$ cat src/rtl/iic_access_arbiter.sv
// Round-robin arbiter serialising two requesters' byte read/write calls onto one IIC EEPROM engine.
// Grant 1 cycle after request; requests wait while BUSY, in the post-read GAP and for TWR cycles after writes.
module iic_access_arbiter #(
    parameter int TWR = 250000,
    parameter int CW  = 18
) (
    input  logic       CLOCK,
    input  logic       RESET,
    input  logic [1:0] iCall0,
    input  logic [7:0] iAddr0,
    input  logic [7:0] iData0,
    output logic       oDone0,
    output logic [7:0] oData0,
    input  logic [1:0] iCall1,
    input  logic [7:0] iAddr1,
    input  logic [7:0] iData1,
    output logic       oDone1,
    output logic [7:0] oData1,
    output logic [1:0] oIICCall,
    output logic [7:0] oIICAddr,
    output logic [7:0] oIICData,
    input  logic       iIICDone,
    input  logic [7:0] iIICData
);

    typedef enum logic [1:0] {IDLE, BUSY, GAP, TWAIT} state_t;

    state_t        state, state_nxt;
    logic [CW-1:0] cnt;
    logic          owner, wr, last;
    logic          pend0, pend1;
    logic          grant, win;
    logic [1:0]    win_call;
    logic          finish;

    assign pend0    = |iCall0;
    assign pend1    = |iCall1;
    assign win_call = win ? iCall1 : iCall0;
    assign finish   = (state == BUSY) && iIICDone;

    always_ff @(posedge CLOCK or negedge RESET) begin
        if (!RESET) state <= IDLE;
        else        state <= state_nxt;
    end

    always_comb begin
        state_nxt = state;
        grant     = 1'b0;
        win       = 1'b0;
        case (state)
            IDLE: begin
                if (pend0 || pend1) begin
                    grant     = 1'b1;
                    // On a tie the requester that was not served last goes first.
                    win       = (pend0 && pend1) ? ~last : pend1;
                    state_nxt = BUSY;
                end
            end
            BUSY:    if (iIICDone) state_nxt = wr ? TWAIT : GAP;
            GAP:     state_nxt = IDLE;
            TWAIT:   if (cnt == '0) state_nxt = IDLE;
            default: state_nxt = IDLE;
        endcase
    end

    always_ff @(posedge CLOCK or negedge RESET) begin
        if (!RESET) begin
            oIICCall <= 2'b00;
            oIICAddr <= 8'h00;
            oIICData <= 8'h00;
            oDone0   <= 1'b0;
            oDone1   <= 1'b0;
            oData0   <= 8'h00;
            oData1   <= 8'h00;
            owner    <= 1'b0;
            wr       <= 1'b0;
            last     <= 1'b1;
            cnt      <= '0;
        end else begin
            oDone0 <= 1'b0;
            oDone1 <= 1'b0;
            if (grant) begin
                oIICAddr <= win ? iAddr1 : iAddr0;
                oIICData <= win ? iData1 : iData0;
                oIICCall <= win_call[1] ? 2'b10 : 2'b01;
                owner    <= win;
                wr       <= win_call[1];
                last     <= win;
            end
            // The engine sees its call high during the done cycle so its own sequencer can idle.
            if (finish) begin
                oIICCall <= 2'b00;
                if (owner) oDone1 <= 1'b1;
                else       oDone0 <= 1'b1;
                if (!wr) begin
                    if (owner) oData1 <= iIICData;
                    else       oData0 <= iIICData;
                end else begin
                    cnt <= CW'(TWR - 1);
                end
            end
            if (state == TWAIT && cnt != '0) cnt <= cnt - 1'b1;
        end
    end

endmodule

$ cat config.mk
export PLATFORM = sky130hd
export DESIGN_NAME = iic_access_arbiter
export DESIGN_NICKNAME = d
export VERILOG_FILES = /design/src/rtl/iic_access_arbiter.sv
export SDC_FILE = /design/constraint.sdc
export NUM_CORES = 1
export LEC_CHECK = 0
export ABC_CLOCK_PERIOD_IN_PS = 3700
export BUFFER_PORTS_ARGS = -buffer_cell sky130_fd_sc_hd__buf_4
export CAP_MARGIN = 0
export CORE_ASPECT_RATIO = 1.4
export CORE_UTILIZATION = 31
export DETAILED_ROUTE_END_ITERATION = 8
export HOLD_SLACK_MARGIN = 0.06
export SETUP_SLACK_MARGIN = 0.5
export SLEW_MARGIN = 25
export SYNTH_ARGS = -nofsm -noshare
export SYNTH_HDL_FRONTEND = slang
export SYNTH_SLANG_ARGS = --single-unit
$ cat constraint.sdc
create_clock -name CLOCK -period 3.7 [get_ports CLOCK]
set_input_delay 0.185 -clock CLOCK [delete_from_list [all_inputs] [get_ports CLOCK]]
set_output_delay 0.185 -clock CLOCK [all_outputs]
set_load 0.01 [all_outputs]
==> impl_metrics.py, run 1 <==
metrics = {
    "clock_network": {
        "cts_tree": "built",
        "cts.sinks": 59,
        "htree_levels": 3,
        "clock-root-buffer": "clkbuf_16",
        "cts_made_buffers": 9,
        "insertion_delay_ns": 0.33,
        "cts_buffer_depth": 2,
        "post_cts_resized": 0,
        "clk_pin_slew_ns": 0.06,
    },
    "floorplanning": {
        "coreArea_sq_um": 8610,
        "die_w_um": 81.7,
        "fp-row-count": 40,
        "initial_core_util_pct": 32.0,
        "dieArea_sq_um": 9280,
        "die_height_um": 114,
        "num_io_pins": 83,
    },
    "place": {
        "gp_congestion": 0.796,
        "hpwlAfterDp_um": 4490,
        "portBuffers": 82,
    },
    "route": {
        "first_pass_iters": 4,
        "postRouteAntennaNets": 0,
        "vias": 2220,
        "drt-initial-drc-count": 101,
        "wl_per_cell_um": 13.8,
        "vias_per_cell": 4.98,
        "drcViolationCount": 0,
        "wirelength_um": 6170,
    },
    "timing": {
        "maxSlewViolCount": 0,
        "tightest_slew_ns": 0.829,
        "fin_setup_tns_ns": 0,
        "timing.slew.headroom_pct": 44.5,
        "setup_viol": 0,
        "finalClockSkew_ns": 0.00430,
        "grt_setup_unrepaired": "no",
        "fin_crit_ns": 2.19,
        "fmax_mhz": 457,
        "timing.final.crit_share_pct": 59.1,
        "finalHoldViolCount": 0,
    },
    "setup_path": {
        "r2r_end": "cnt[14]",
        "cp_max_fo": 5,
        "cp-end-kind": "flop",
        "startpoint": "cnt[0]",
        "endpoint": "cnt[14]",
        "arrival_ns": 2.39,
        "setup.worst_path.class": "flop to flop",
        "r2r_cells": 6,
        "timing.reg2reg.setup_slack_ns": 1.51,
        "crit_path_start_kind": "flop",
        "critical_path_required_ns": 3.91,
        "r2r-start": "cnt[0]",
    },
    "final_layout": {
        "utilization_pct": 44.5,
        "final_cell_mix": "85 x buf_4, 58 x dfrtp_1, 32 x nand2_1, 29 x mux2i_1, 22 x o21ai_0",
        "antenna_cells": 0,
        "layout_commonest_cell": "buf_4",
        "drive_gt1_share_pct": 37.2,
        "layout.nets": 384,
        "area_delta_synth_final_pct": 38.8,
        "num-fill-cells": 855,
    },
    "global_route": {
        "gr-total-overflow": 0,
        "grt_pass1_vias": 2142,
        "track_usage_pct": 15.1,
        "grt_pass1_wl_um": 10500,
        "antenna_found_initial": 0,
        "grt_max_degree": 60,
    },
    "run_status": {
        "outcome": "finished, final reports clean",
    },
    "synth": {
        "yosysWarningCount": 0,
        "synth_edf_count": 0,
        "synthTopCellsByArea": "dfrtp_1 53%, mux2i_1 11%, mux2_2 6.5%",
        "syn_area_per_cell_sq_um": 11.1,
        "yosysTopAreaCell": "dfrtp_1",
        "syn_nets": 296,
        "synthArstFlopShare_pct": 100,
        "yosys_most_used_dff": "dfrtp_1",
        "yosysUniqueCellTypes": 39,
        "yosysSeqAreaShare_pct": 53.6,
        "yosysTopAreaCellShare_pct": 52.6,
        "ys_ff_latch": 59,
        "syn_inst": 248,
        "netlist_area_sq_um": 2760,
    },
    "power_and_ir_drop": {
        "p_per_area_nw_per_um2": 419,
        "vdd_ir_drop_max_mv": 0.271,
        "leakagePower_nw": 1.92,
    },
    "worst_hold_path": {
        "hp-class": "primary input to flop",
    },
    "job": {
        "cap_violations": 0,
    },
}
logic make-up (layout without fill, tap and decap cells):
logic type / Yosys count / after routing / share of synthesized area (%)
flip-flops: 59 / 59 / 53.6
buffers and inverters: 12 / 105 / 1.72
adder cells (fa/ha/maj): 1 / 1 / 0.454
multiplexers: 45 / 45 / 17.1
AND/OR/NAND/NOR: 91 / 91 / 17.7
AO/OA/AOI/OAI: 40 / 40 / 9.48
how the worst min path moves through the flow:
stage	depth (start not counted)	startpoint	endpoint	slack (ns)
after floorplan	0	RESET	cnt[0]	-0.11
final	2	iIICData[0]	oData1[0]	0.1
after detailed placement	1	RESET	oIICData[3]	0.31
after global placement	1	RESET	cnt[15]	0.31
after global routing	2	iIICData[7]	oData0[7]	0.08
after CTS	2	iIICData[4]	oData1[4]	0.09
synthesized netlist by cell type (2+ instances only):
cell type	instances
and4_1	2
and2_1	2
buf_2	2
o21ai_0	22
mux2_2	16
or4_1	5
nor4b_1	2
or3_1	2
or4_4	2
nand2_1	32
clkbuf_1	7
mux2i_1	29
o211ai_1	4
nor2_1	17
inv_1	3
nor4_1	5
a21oi_1	3
nand3b_1	2
or2_2	3
nand2b_1	2
or3_4	2
and3_1	4
nand3_1	3
nor3_1	3
dfrtp_1	58
o31ai_1	3
through the flow:
step	area, sq um	total power, mW	cells	worst slack [ns]	hold slack (ns)
floorplan	2760	0.663	248	1.71	-0.111
global placement	3480	0.714	428	1.62	0.310
detailed placement	3480	0.715	428	1.55	0.312
CTS	3820	1.63	445	1.53	0.0854
global route	3830	1.67	446	1.31	0.0848
finish	3830	1.60	446	1.51	0.0992
per-layer routing:
metal	track usage (%)	share of wire, %	wire [um]
met1	18.8	43	2640
met2	23.9	50	3090
met4	6.32	2.6	162
met5	0	0	0
met3	4.56	4.6	283
sequential cells by signal, summed over array words and instances (netlist names):
register / cells
oData1: 8
cnt: 18
state: 2
oDone1: 1
oIICCall: 2
last: 1
wr: 1
oDone0: 1
owner: 1
oData0: 8
oIICAddr: 8
oIICData: 8
cell type report:
type	instances	area [sq um]	share of cell area [%]
sequential	59	1480	38.6
clock inverter	7	101	2.65
multi-input combinational	177	1230	32.2
inverter	3	11.3	0.294
timing repair buffer	86	648	16.9
clock buffer	9	225	5.88
tap	105	131	3.43
worst max-delay path, cell delays in order (launching register included):
cell and delay [ns]:
dfrtp_1 0.41, inv_1 0.07, ha_1 0.19, or4b_1 0.50
nor4_1 0.55, nand3_1 0.19, mux2i_1 0.16
power breakdown:
| part | leakage [nW] | total [mW] | internal, mW | switching (mW) |
|---|---|---|---|---|
| registers | 0.754 | 0.646 | 0.646 | 0 |
| logic | 1.02 | 0.0576 | 0.0348 | 0.0229 |
| clock network | 0.152 | 0.898 | 0.593 | 0.305 |
timing repair:
item | CTS | global route
hold buffers | 1 | 0
hold endpoints to repair | 58 | 0
setup endpoints to repair | 0 | 0
buffers inserted | 0 | 0
Note: power is estimated with default switching activity, not from simulation.
==> run 2: changes to the inputs <==
--- a/config.mk
+++ b/config.mk
@@ -5,7 +5,7 @@
 export SDC_FILE = /design/constraint.sdc
 export NUM_CORES = 1
 export LEC_CHECK = 0
-export ABC_CLOCK_PERIOD_IN_PS = 3700
+export ABC_CLOCK_PERIOD_IN_PS = 2100
 export BUFFER_PORTS_ARGS = -buffer_cell sky130_fd_sc_hd__buf_4
 export CAP_MARGIN = 0
 export CORE_ASPECT_RATIO = 1.4
==> constraint.sdc (replaced) <==
create_clock -name CLOCK -period 2.1 [get_ports CLOCK]
set_input_delay 0.105 -clock CLOCK [delete_from_list [all_inputs] [get_ports CLOCK]]
set_output_delay 0.105 -clock CLOCK [all_outputs]
set_load 0.01 [all_outputs]
==> impl_metrics.py, run 2 (synthesized netlist as in run 1, its figures left out) <==
metrics = {
    "run_status": {
        "outcome": "finished, final reports clean",
    },
    "timing": {
        "grt_setup_unrepaired": "yes",
        "setup_viol": 0,
        "timing.slew.headroom_pct": 50.2,
        "whs_ns": 0.0663,
        "finalClockSkew_ns": 0.00476,
        "fin_crit_ns": 2.03,
        "maxSlewViolCount": 0,
        "timing.final.crit_share_pct": 96.6,
        "tightest_slew_ns": 0.747,
        "fmax_mhz": 493,
        "fin_setup_tns_ns": 0,
        "finalHoldViolCount": 0,
    },
    "clock_network": {
        "insertion_delay_ns": 0.32,
        "clock-root-buffer": "clkbuf_16",
        "htree_levels": 3,
        "cts_buffer_depth": 2,
        "cts_tree": "built",
        "cts.sinks": 59,
        "clk_pin_slew_ns": 0.05,
        "cts_made_buffers": 9,
    },
    "setup_path": {
        "cp-end-kind": "flop",
        "timing.reg2reg.setup_slack_ns": 0.07,
        "cp_max_fo": 5,
        "critical_path_required_ns": 2.35,
        "crit_buf_inv": 0,
        "setup.worst_path.class": "flop to flop",
        "r2r-start": "cnt[0]",
        "r2r_end": "cnt[11]",
        "r2r_cells": 4,
        "path_cells": "or3_1 > or4_4 > or4_1 > a21oi_1",
        "arrival_ns": 2.28,
        "crit_path_start_kind": "flop",
        "cpPeakStageDelay_ns": 0.58,
        "startpoint": "cnt[0]",
        "cpMaxStageDelayCell": "or4_4",
        "cp_top_family": "simple AND/OR/NAND/NOR gates",
    },
    "final_layout": {
        "final_cells": 485,
        "finalInstanceArea_sq_um": 4330,
        "multi_input_area_sq_um": 1390,
        "utilization_pct": 50.3,
        "regMostFlops": "cnt",
        "regArea_sq_um": 1480,
        "drive_gt1_share_pct": 48.4,
        "largest_register_ffs": 18,
        "num-fill-cells": 801,
        "antenna_cells": 0,
        "area_delta_synth_final_pct": 57.0,
        "final_cell_mix": "113 x buf_4, 55 x dfrtp_1, 31 x nand2_1, 29 x mux2i_1, 18 x o21ai_0",
        "layout.nets": 423,
        "layout_commonest_cell": "buf_4",
    },
    "place": {
        "portBuffers": 82,
        "hpwlAfterDp_um": 4810,
        "place_area_sq_um": 3610,
        "gp_congestion": 0.877,
        "dp_cells": 442,
    },
    "worst_hold_path": {
        "min_to": "oIICData[6]",
        "min_from": "iData1[6]",
        "hp-class": "primary input to flop",
        "whs_path_depth": 3,
    },
    "floorplanning": {
        "initial_core_util_pct": 32.0,
        "coreArea_sq_um": 8610,
        "dieArea_sq_um": 9280,
        "die_w_um": 81.7,
        "die_height_um": 114,
        "fp-row-count": 40,
        "num_io_pins": 83,
    },
    "global_route": {
        "track_usage_pct": 16.3,
        "gr-total-overflow": 0,
        "grt_pass1_vias": 2477,
        "grt_pass1_wl_um": 11400,
        "grt_max_degree": 60,
        "antenna_found_initial": 0,
    },
    "route": {
        "vias_per_cell": 4.94,
        "wl_per_cell_um": 14.5,
        "postRouteAntennaNets": 0,
        "wirelength_um": 7010,
        "first_pass_iters": 4,
        "drt-initial-drc-count": 78,
        "drcViolationCount": 0,
        "vias": 2395,
    },
    "power_and_ir_drop": {
        "vdd_ir_drop_max_mv": 0.436,
        "leakagePower_nw": 2.15,
        "p_per_area_nw_per_um2": 685,
    },
    "job": {
        "cap_violations": 0,
    },
}
run 2: cell types whose count changed in the layout (fill, tap and decap cells not counted), sizes merged:
cell         previous run  this run
clkbuf                  9        10
bufinv                  2         3
dlygate4sd3             1         9
clkinvlp                2         1
buf                    85       116
clkinv                  2         1
run 2: how the worst max path moves through the flow:
stage	end	slack (ns)	cells after the start
after floorplan	cnt[11]	0.18	4
after global placement	cnt[17]	0.12	4
after detailed placement	cnt[17]	0.06	4
after CTS	cnt[11]	0.12	4
after global routing	cnt[11]	0.02	4
final	cnt[11]	0.07	4
run 2: where the power goes:
part	switching, mW	internal [mW]	leakage (nW)	total [mW]
Clock	0.524	1.19	0.169	1.72
Combinational	0.0426	0.0709	1.23	0.114
Sequential	0	1.14	0.753	1.14
run 2: area by class of cell:
| cell class | instances | area share (%) |
|---|---|---|
| Timing Repair Buffer | 125 | 22.3 |
| Tap cell | 105 | 3.03 |
| Sequential cell | 59 | 34.2 |
| Clock inverter | 6 | 2.57 |
| Clock buffer | 10 | 5.52 |
| Multi-Input combinational cell | 177 | 32.1 |
| Inverter | 3 | 0.260 |
run 2: layer usage:
metal,up-vias,track usage [%],wire (um)
met2,52,28.4,3730
met4,0,5.85,127
li1,1155,-,-
met1,1175,18.7,2870
met3,13,4.32,280
met5,-,0,0
run 2: repair_timing:
item | 4_1_cts | 5_1_grt
hold buffers | 9 | 0
buffers inserted | 6 | 11
endpoints found under the setup margin | 28 | 45
hold endpoints to repair | 74 | 0
pin swaps | 6 | 5
gates cloned | 0 | 1
gates resized for setup | 15 | 21
run 2: through the flow:
| stage | total power, mW | setup WS [ns] |
|---|---|---|
| 2_1_floorplan | 1.17 | 0.179 |
| 3_3_place_gp | 1.26 | 0.120 |
| 3_5_place_dp | 1.26 | 0.0612 |
| 4_1_cts | 3.00 | 0.118 |
| 5_1_grt | 3.07 | 0.0206 |
| 6_report | 2.97 | 0.0710 |
run 2: worst min-delay path, delay by kind of cell:
kind / cells / cell delay, ns
compound gates: 1 / 0.13
buf+inv: 1 / 0.07
mux: 1 / 0.04
==> run 3: changes to the inputs <==
--- a/config.mk
+++ b/config.mk
@@ -6,9 +6,8 @@
 export NUM_CORES = 1
 export LEC_CHECK = 0
 export ABC_CLOCK_PERIOD_IN_PS = 2100
-export BUFFER_PORTS_ARGS = -buffer_cell sky130_fd_sc_hd__buf_4
+export BUFFER_PORTS_ARGS = -buffer_cell sky130_fd_sc_hd__buf_2
 export CAP_MARGIN = 0
-export CORE_ASPECT_RATIO = 1.4
 export CORE_UTILIZATION = 31
 export DETAILED_ROUTE_END_ITERATION = 8
 export HOLD_SLACK_MARGIN = 0.06
==> impl_metrics.py, run 3 (synthesized netlist as in run 1, its figures left out) <==
metrics = {
    "run_status": {
        "outcome": "finished, final reports clean",
    },
    "route": {
        "wirelength_um": 7200,
        "vias_per_cell": 4.86,
        "postRouteAntennaNets": 0,
        "vias": 2490,
        "drcViolationCount": 0,
        "wl_per_cell_um": 14.1,
        "first_pass_iters": 6,
        "drt-initial-drc-count": 72,
    },
    "setup_path": {
        "path_cells": "or3_4 > or4_4 > or4_1 > a21oi_2",
        "arrival_ns": 2.28,
        "cp_max_fo": 4,
        "setup.worst_path.class": "flop to flop",
        "cp-end-kind": "flop",
        "crit_path_start_kind": "flop",
        "cpPeakStageDelay_ns": 0.58,
        "cpMaxStageDelayCell": "or4_4",
        "critical_path_required_ns": 2.37,
    },
    "power_and_ir_drop": {
        "finalPower_mw": 2.16,
        "vdd_ir_drop_max_mv": 0.240,
        "p_per_area_nw_per_um2": 515,
        "leakagePower_nw": 2.16,
    },
    "clock_network": {
        "cts_made_buffers": 9,
        "clk_pin_slew_ns": 0.07,
        "insertion_delay_ns": 0.34,
        "htree_levels": 3,
        "cts.sinks": 59,
        "cts_buffer_depth": 2,
        "clock-root-buffer": "clkbuf_8",
        "cts_tree": "built",
    },
    "final_layout": {
        "layout_commonest_cell": "buf_2",
        "antenna_cells": 0,
        "utilization_pct": 48.5,
        "final_cell_mix": "82 x buf_2, 56 x dfrtp_1, 36 x buf_4, 29 x nand2_1, 29 x mux2i_1",
        "largest_register_ffs": 18,
        "area_delta_synth_final_pct": 52.5,
        "drive_gt1_share_pct": 47.0,
        "layout.nets": 447,
        "regMostFlops": "cnt",
    },
    "global_route": {
        "grt_pass1_vias": 2450,
        "grt_max_degree": 52,
        "track_usage_pct": 16.4,
        "grt_pass1_wl_um": 11300,
        "antenna_found_initial": 0,
        "gr-total-overflow": 0,
    },
    "timing": {
        "tightest_slew_ns": 0.327,
        "grt_setup_unrepaired": "yes",
        "timing.final.crit_share_pct": 95.7,
        "layout_setup_ws_ns": 0.0902,
        "fin_crit_ns": 2.01,
        "whs_ns": 0.0614,
        "fin_setup_tns_ns": 0,
        "setup_viol": 0,
        "finalHoldViolCount": 0,
        "finalClockSkew_ns": 0.00680,
        "maxSlewViolCount": 0,
        "fmax_mhz": 498,
        "timing.slew.headroom_pct": 78.1,
    },
    "job": {
        "cap_violations": 0,
    },
    "floorplanning": {
        "initial_core_util_pct": 31.8,
        "fp-row-count": 34,
        "die_height_um": 96.3,
        "die_w_um": 96.3,
        "num_io_pins": 83,
        "coreArea_sq_um": 8680,
        "dieArea_sq_um": 9280,
    },
    "place": {
        "gp_congestion": 0.818,
        "hpwlAfterDp_um": 4490,
        "pre_cts_slack_ns": 0.0571,
        "portBuffers": 82,
    },
    "worst_hold_path": {
        "hp-class": "primary input to flop",
    },
}
[run 3: cell types whose count changed in the layout (fill, tap and decap cells not counted), moves of 3 or more]
| cell | previous run | this run |
|---|---|---|
| buf_2 | 1 | 82 |
| clkbuf_16 | 9 | 0 |
| dlygate4sd3_1 | 9 | 25 |
| bufinv_16 | 3 | 0 |
| buf_4 | 113 | 36 |
| clkbuf_8 | 1 | 10 |
| buf_6 | 2 | 5 |
[run 3: final timing paths]
check                                  from     endpoint  slack (ns)  depth (start not counted)
worst max-delay path                 cnt[2]      cnt[11]        0.09                          4
worst min-delay path              iData0[6]  oIICData[6]        0.06                          3
worst max register to register       cnt[2]      cnt[11]        0.09                          4
worst min register to register  oIICAddr[6]  oIICAddr[6]        0.47                          2
max in group asynchronous             RESET         last        1.35                          3
min in group asynchronous             RESET  oIICData[3]        0.18                          2
[run 3: power by group]
part	switching [mW]	internal (mW)
registers	0	1.14
clock network	0.453	0.459
logic	0.0461	0.0705
[run 3: stage by stage]
stage / area, sq um / instances
2_1_floorplan: 2790 / 248
3_3_place_gp: 3440 / 447
3_5_place_dp: 3440 / 447
4_1_cts: 4090 / 502
5_1_grt: 4210 / 512
6_report: 4210 / 512
[run 3: final cells by class]
type / instances / area (sq um)
inverters: 3 / 11.3
clock inverters: 4 / 26.3
clock buffers: 12 / 145
well taps: 108 / 135
fillers: 817 / 4470
repair buffers: 149 / 1010
flip-flops and latches: 59 / 1480
multi-input cells: 177 / 1400
[run 3: worst max-delay path: cells and delay by family (launching register included)]
kind            cells  cell delay, ns
flops               1            0.41
simple gates        3            1.40
compound gates      1            0.13
[run 3: per-layer routing]
| metal | part of all wire, % | vias up | track usage (%) |
|---|---|---|---|
| met4 | 2.0 | 0 | 7.60 |
| met5 | 0 | - | 0 |
| met1 | 43 | 1204 | 19.0 |
| li1 | - | 1204 | - |
| met3 | 4.9 | 14 | 5.53 |
| met2 | 51 | 68 | 27.4 |
[run 3: what timing repair did]
action	in CTS	in global routing
setup endpoints to repair	28	48
buffers inserted	14	10
hold endpoints to repair	83	0
pin swaps	12	5
hold buffers	25	0
cloned	0	0
gates resized for setup	29	13
